File: src/rtl/dct_stream_fifo_if.sv
// Handshake bundle between a DCT pipeline stage and its stream FIFO.
// The master side is the producer/consumer pair; the slave side is the FIFO.
interface dct_stream_fifo_if #(
  parameter int DATA_W = 36,
  parameter int DEPTH  = 4
);
  localparam int AW = $clog2(DEPTH);

  logic              wr_en;
  logic [DATA_W-1:0] din;
  logic              rd_en;
  logic              clr_err;
  logic [DATA_W-1:0] dout;
  logic              dout_valid;
  logic              full;
  logic              empty;
  logic              almost_full;
  logic              almost_empty;
  logic [AW:0]       level;
  logic              overflow;
  logic              underflow;

  modport master (
    output wr_en, din, rd_en, clr_err,
    input  dout, dout_valid, full, empty, almost_full, almost_empty,
           level, overflow, underflow
  );

  modport slave (
    input  wr_en, din, rd_en, clr_err,
    output dout, dout_valid, full, empty, almost_full, almost_empty,
           level, overflow, underflow
  );
endinterface

File: src/rtl/dct_stream_fifo.sv
// Parametrised synchronous FIFO for DCT coefficient/partial-product streams,
// with exact occupancy, threshold flags, optional FWFT and sticky error flags.
module dct_stream_fifo #(
  parameter int DATA_W   = 36,
  parameter int DEPTH    = 4,
  parameter int AF_LEVEL = DEPTH - 1,
  parameter int AE_LEVEL = 1,
  parameter int FWFT     = 0
) (
  input logic               clk,
  input logic               rst,
  dct_stream_fifo_if.slave  bus
);
  localparam int AW = $clog2(DEPTH);
  localparam logic [AW:0] FULL_LVL = (AW+1)'(DEPTH);
  localparam logic [AW:0] AF_LVL   = (AW+1)'(AF_LEVEL);
  localparam logic [AW:0] AE_LVL   = (AW+1)'(AE_LEVEL);

  logic [DATA_W-1:0] mem_q [DEPTH];
  logic [AW-1:0]     wr_ptr_q, wr_ptr_d;
  logic [AW-1:0]     rd_ptr_q, rd_ptr_d;
  logic [AW:0]       level_q, level_d;
  logic              full_q, full_d;
  logic              empty_q, empty_d;
  logic              af_q, af_d;
  logic              ae_q, ae_d;
  logic              ovf_q, ovf_d;
  logic              unf_q, unf_d;
  logic [DATA_W-1:0] dout_q, dout_d;
  logic              dvalid_q, dvalid_d;
  logic              wr_acc, rd_acc;
  logic [DATA_W-1:0] head;

  always_comb begin
    wr_acc   = bus.wr_en & ~full_q;
    rd_acc   = bus.rd_en & ~empty_q;
    head     = mem_q[rd_ptr_q];
    wr_ptr_d = wr_ptr_q;
    rd_ptr_d = rd_ptr_q;
    level_d  = level_q;
    dout_d   = dout_q;
    dvalid_d = 1'b0;

    if (wr_acc) wr_ptr_d = wr_ptr_q + AW'(1);
    if (rd_acc) rd_ptr_d = rd_ptr_q + AW'(1);

    case ({wr_acc, rd_acc})
      2'b10:   level_d = level_q + (AW+1)'(1);
      2'b01:   level_d = level_q - (AW+1)'(1);
      default: level_d = level_q;
    endcase

    // Flags come from the next level so they are exact right after the edge.
    full_d  = (level_d == FULL_LVL);
    empty_d = (level_d == '0);
    af_d    = (level_d >= AF_LVL);
    ae_d    = (level_d <= AE_LVL);

    ovf_d = bus.clr_err ? 1'b0 : (ovf_q | (bus.wr_en & full_q));
    unf_d = bus.clr_err ? 1'b0 : (unf_q | (bus.rd_en & empty_q));

    if (rd_acc) begin
      dout_d   = head;
      dvalid_d = 1'b1;
    end
  end

  always_ff @(posedge clk or posedge rst) begin
    if (rst) begin
      wr_ptr_q <= '0;
      rd_ptr_q <= '0;
      level_q  <= '0;
      full_q   <= 1'b0;
      empty_q  <= 1'b1;
      af_q     <= 1'b0;
      ae_q     <= 1'b1;
      ovf_q    <= 1'b0;
      unf_q    <= 1'b0;
      dout_q   <= '0;
      dvalid_q <= 1'b0;
    end else begin
      wr_ptr_q <= wr_ptr_d;
      rd_ptr_q <= rd_ptr_d;
      level_q  <= level_d;
      full_q   <= full_d;
      empty_q  <= empty_d;
      af_q     <= af_d;
      ae_q     <= ae_d;
      ovf_q    <= ovf_d;
      unf_q    <= unf_d;
      dout_q   <= dout_d;
      dvalid_q <= dvalid_d;
    end
  end

  // Storage is deliberately left out of reset.
  always_ff @(posedge clk) begin
    if (wr_acc) mem_q[wr_ptr_q] <= bus.din;
  end

  assign bus.dout         = (FWFT != 0) ? head     : dout_q;
  assign bus.dout_valid   = (FWFT != 0) ? ~empty_q : dvalid_q;
  assign bus.full         = full_q;
  assign bus.empty        = empty_q;
  assign bus.almost_full  = af_q;
  assign bus.almost_empty = ae_q;
  assign bus.level        = level_q;
  assign bus.overflow     = ovf_q;
  assign bus.underflow    = unf_q;
endmodule

File: src/flat_wrapper.sv
// flat-port wrapper written by rule: the top's interface ports become plain ports
module dct_stream_fifo_flat 
#(
  parameter int DATA_W   = 36,
  parameter int DEPTH    = 4,
  parameter int AF_LEVEL = DEPTH - 1,
  parameter int AE_LEVEL = 1,
  parameter int FWFT     = 0
)
  (clk, rst, bus_wr_en, bus_din, bus_rd_en, bus_clr_err, bus_dout, bus_dout_valid, bus_full, bus_empty, bus_almost_full, bus_almost_empty, bus_level, bus_overflow, bus_underflow);
  dct_stream_fifo_if #(.DATA_W(DATA_W), .DEPTH(DEPTH)) bus_i ();
  input logic clk;
  input logic rst;
  input wire logic [$bits(bus_i.wr_en)-1:0] bus_wr_en;
  input wire logic [$bits(bus_i.din)-1:0] bus_din;
  input wire logic [$bits(bus_i.rd_en)-1:0] bus_rd_en;
  input wire logic [$bits(bus_i.clr_err)-1:0] bus_clr_err;
  output wire logic [$bits(bus_i.dout)-1:0] bus_dout;
  output wire logic [$bits(bus_i.dout_valid)-1:0] bus_dout_valid;
  output wire logic [$bits(bus_i.full)-1:0] bus_full;
  output wire logic [$bits(bus_i.empty)-1:0] bus_empty;
  output wire logic [$bits(bus_i.almost_full)-1:0] bus_almost_full;
  output wire logic [$bits(bus_i.almost_empty)-1:0] bus_almost_empty;
  output wire logic [$bits(bus_i.level)-1:0] bus_level;
  output wire logic [$bits(bus_i.overflow)-1:0] bus_overflow;
  output wire logic [$bits(bus_i.underflow)-1:0] bus_underflow;
  assign bus_i.wr_en = bus_wr_en;
  assign bus_i.din = bus_din;
  assign bus_i.rd_en = bus_rd_en;
  assign bus_i.clr_err = bus_clr_err;
  assign bus_dout = bus_i.dout;
  assign bus_dout_valid = bus_i.dout_valid;
  assign bus_full = bus_i.full;
  assign bus_empty = bus_i.empty;
  assign bus_almost_full = bus_i.almost_full;
  assign bus_almost_empty = bus_i.almost_empty;
  assign bus_level = bus_i.level;
  assign bus_overflow = bus_i.overflow;
  assign bus_underflow = bus_i.underflow;
  dct_stream_fifo #(.DATA_W(DATA_W), .DEPTH(DEPTH), .AF_LEVEL(AF_LEVEL), .AE_LEVEL(AE_LEVEL), .FWFT(FWFT)) u_core (.clk(clk), .rst(rst), .bus(bus_i));
endmodule
File: config.mk
export PLATFORM = sky130hd
export DESIGN_NAME = dct_stream_fifo_flat
export DESIGN_NICKNAME = d
export VERILOG_FILES = /design/src/rtl/dct_stream_fifo_if.sv /design/src/rtl/dct_stream_fifo.sv /design/src/flat_wrapper.sv
export SDC_FILE = /design/constraint.sdc
export NUM_CORES = 1
export LEC_CHECK = 0
export ABC_AREA = 0
export CORE_ASPECT_RATIO = 0.75
export CORE_MARGIN = 2
export CORE_UTILIZATION = 43
export DETAILED_ROUTE_END_ITERATION = 6
export SLEW_MARGIN = 15
export SYNTH_ARGS = -nofsm -noshare
export SYNTH_HDL_FRONTEND = slang
export SYNTH_SLANG_ARGS = --single-unit
File: constraint.sdc
create_clock -name clk -period 3 [get_ports clk]
set_input_delay 0.45 -clock clk [delete_from_list [all_inputs] [get_ports clk]]
set_output_delay 0.45 -clock clk [all_outputs]
set_load 0.02 [all_outputs]
==> results.tsv <==
stage	metric	value	unit
global_routing	first-pass GRT wire length	22000	um
die	# IOs	87	
logic_synthesis	Yosys top cell by area	edfxtp_1	
min_path	Worst Hold Class	in -> async	
worst_setup_path	Req. time, crit path	3.34	ns
drt	vias	3775	
die	die width	154	um
cts	CTS Sinks	194	
sta	Period minus WS final	2.22	ns
drt	Final ANT Viol Nets	0	
worst_setup_path	Crit Path Category	in -> reg	
cts	Setup Buffers After CTS	0	
worst_setup_path	Crit path largest cell delay	0.47	ns
sta	setup violators final	0	
logic_synthesis	syn nets	449	
cts	cts-stage hold buffer count	0	
logic_synthesis	Synth Flop Type	edfxtp_1	
pwr	Int Power	5.96	mW
logic_synthesis	top cell type's share of synthesized area	0.600	
drt	final WL	14300	um
sta	post-route setup TNS	0	ns
flow_run	Max-Cap Viols	0	
sta	fin. max-slew vios	0	
pwr	part of the power in registers	0.459	
sta	RSZ-0062 raised after global routing	false	
final_layout	layout cells sized above 1	0.109	
cts	CTS clk-pin slew, worst paths	0.07	ns
worst_setup_path	Slowest cell on crit path	clkdlybuf4s50_1	
pwr	VDD IR-drop max	474	uV
pwr	Switching Fraction	0.318	
cts	Max clock buf depth	2	
drt	Pre-antenna DRT Iters	7	
worst_setup_path	crit path DAT	2.56	ns
drt	DR WL/cell	19.8	um
worst_setup_path	Worst setup SP type	primary input	
pwr	Logic pwr share	0.305	
logic_synthesis	Synth Register Bits	194	
cts	H-tree depth	4	
drt	Starting DRT DRC Count	262	
cts	TritonCTS clock tree	done	
global_routing	vias in the first global route	3915	
global_routing	largest net degree at the start of global routing	41	
logic_synthesis	Mean Syn Cell Area	17.9	um2
logic_synthesis	top post-synthesis cells by count	edfxtp_1, mux2i_1, dfrtp_1	
cts	PostCTS Resize Cnt	0	
place	Post-DP HPWL	8200	um
drt	Residual DRC	0	
logic_synthesis	Mapped Cells	402	
logic_synthesis	Synth area leaders	edfxtp_1, dfrtp_1, mux2i_1	
sta	Worst Skew	0.00984	ns
sta	Max Clock Freq	451	MHz
logic_synthesis	yosys warns	0	
final_layout	final core utilization	0.550	
die	Initial Util	0.445	
worst_setup_path	cells along the critical path	clkdlybuf4s50_1, nor2b_1, inv_1, ha_1, fa_1, xnor2_1, or3_4, a211oi_2	
sta	Hold Violations, Final	0	
cts	clk_lat worst skew	0.43	ns
die	core area	16200	um2
pwr	Pleak	3.34	nW
die	Die ar.	17800	um2
sta	final setup margin	0.784	ns
global_routing	initial antenna violation count	0	
place	pre-CTS setup slack	0.330	ns
final_layout	number of nets in the layout	546	
logic_synthesis	count of cell types in the netlist	30	
worst_setup_path	Crit Path Max Fanout	3	
pwr	final total power	8.75	mW
logic_synthesis	most common cell in the synthesized netlist	edfxtp_1	
cts	Clock Root Buffer	clkbuf_16	
sta	Worst-Margin Slew	0.633	ns
die	row count	40	
final_layout	Syn-to-layout area delta	23.8	%
place	IO buf count	86	
logic_synthesis	Mapped Area	7210	um2
global_routing	Total Routing Usage GR	0.167	
pwr	P_sw	2.78	mW
sta	Relative slew margins	0.578	
cts	Num CTS Buffers	17	
worst_setup_path	Critical Path Sink Type	flop	
final_layout	ANT cells	0	
sta	crit share post-route	0.739	
drt	via density per instance	5.23	
logic_synthesis	fraction of registers with async set or reset after synthesis	0.258	
logic_synthesis	register area share after synthesis	0.774	
pwr	Clock power frac	0.236	
worst_setup_path	worst r2r path cells	7	
place	GP Congestion	0.712	
status	run status	complete, no violations	
global_routing	remaining global-route overflow	0	
logic_synthesis	EDFF count, synth	144	
die	chip height	116	um
pwr	power per cell area	980	nW/um2
[layer usage]
metal / part of all wire / vias up / GRT usage
met3: 0.046 / 11 / 0.0475
met2: 0.46 / 92 / 0.264
met1: 0.48 / 1927 / 0.229
met4: 0.0079 / 0 / 0.0483
met5: 0 / - / 0
li1: - / 1745 / -
[critical path: cells and delay by family]
| kind | cells | cell delay [ns] |
|---|---|---|
| buf+inv | 2 | 0.53 |
| simple gates | 2 | 0.55 |
| fa+ha+maj | 2 | 0.61 |
| xor+xnor | 1 | 0.19 |
| compound gates | 1 | 0.23 |
[layout make-up]
cell class                      instances  area [um2]
Fill cell                            1281        7290
Sequential cell                       194        5580
Multi-Input combinational cell        182        1480
Timing Repair Buffer                   98        1040
Clock buffer                           21         462
Tap cell                              210         263
Clock inverter                         11        77.6
Inverter                                6        22.5
[final timing paths]
| kind | from | slack [ns] | end |
|---|---|---|---|
| worst max-delay path | bus_wr_en | 0.78 | u_core.bus.full |
| worst min-delay path | rst | 0.39 | u_core.bus.dout[23] |
| worst max register to register | u_core.bus.empty | 0.81 | u_core.bus.full |
| worst min register to register | u_core.bus.dout[19] | 0.49 | u_core.bus.dout[19] |
| max in group asynchronous | rst | 1.95 | u_core.bus.empty |
| min in group clk | u_core.bus.dout[19] | 0.49 | u_core.bus.dout[19] |
[metrics by stage]
step / cell area [um2] / cells / hold slack, ns
after global placement: 8390 / 690 / 0.469
after detailed placement: 8390 / 690 / 0.477
after global routing: 8920 / 722 / 0.419
after CTS: 8920 / 722 / 0.403
after floorplan: 7210 / 402 / 0.479
final: 8920 / 722 / 0.395
[registers in the layout, indices dropped and copies added (netlist names)]
| name | flops |
|---|---|
| u_core.mem_q | 144 |
| u_core.bus.dout | 36 |
| u_core.bus.level | 3 |
| u_core.rd_ptr_q | 2 |
| u_core.wr_ptr_q | 2 |
| u_core.bus.almost_empty | 1 |
| u_core.bus.almost_full | 1 |
| u_core.bus.dout_valid | 1 |
| u_core.bus.empty | 1 |
| u_core.bus.full | 1 |
| u_core.bus.overflow | 1 |
| u_core.bus.underflow | 1 |
[cell usage in the layout, fill, tap and decap left out, types with 2 or more instances in the layout]
master and instances:
buf_4 5, clkbuf_16 18, inv_1 4, nand2_1 41
inv_4 3, nor2_1 2, buf_12 7, o21ai_0 2
clkdlybuf4s50_1 86, a21oi_1 2, clkbuf_1 3, edfxtp_1 144
dfrtp_1 47, dfstp_2 2, o221ai_1 36, xnor2_1 5
inv_2 2, clkinv_2 3, clkinv_4 4, mux2i_1 72
and2_2 4, ha_1 5
[power groups by stage]
stage                     clock (mW)  sequential (mW)  combinational (mW)
after floorplan                    0             4.24                1.39
after global placement             0             4.06                2.66
after detailed placement           0             4.07                2.70
after CTS                       2.12             4.03                2.71
after global routing            2.22             4.10                2.87
final                           2.07             4.02                2.66
[logic make-up (layout without fill, tap and decap cells)]
group	Yosys count	in the layout	synth area share
buffers and inverters	26	136	0.0222
adder cells (fa/ha/maj)	6	6	0.0115
multiplexers	73	73	0.102
XOR/XNOR	5	5	0.00607
AO/OA/AOI/OAI	43	43	0.0505
AND/OR/NAND/NOR	55	55	0.0347
flip-flops	194	194	0.774
Power figures use the tool's default switching activity.
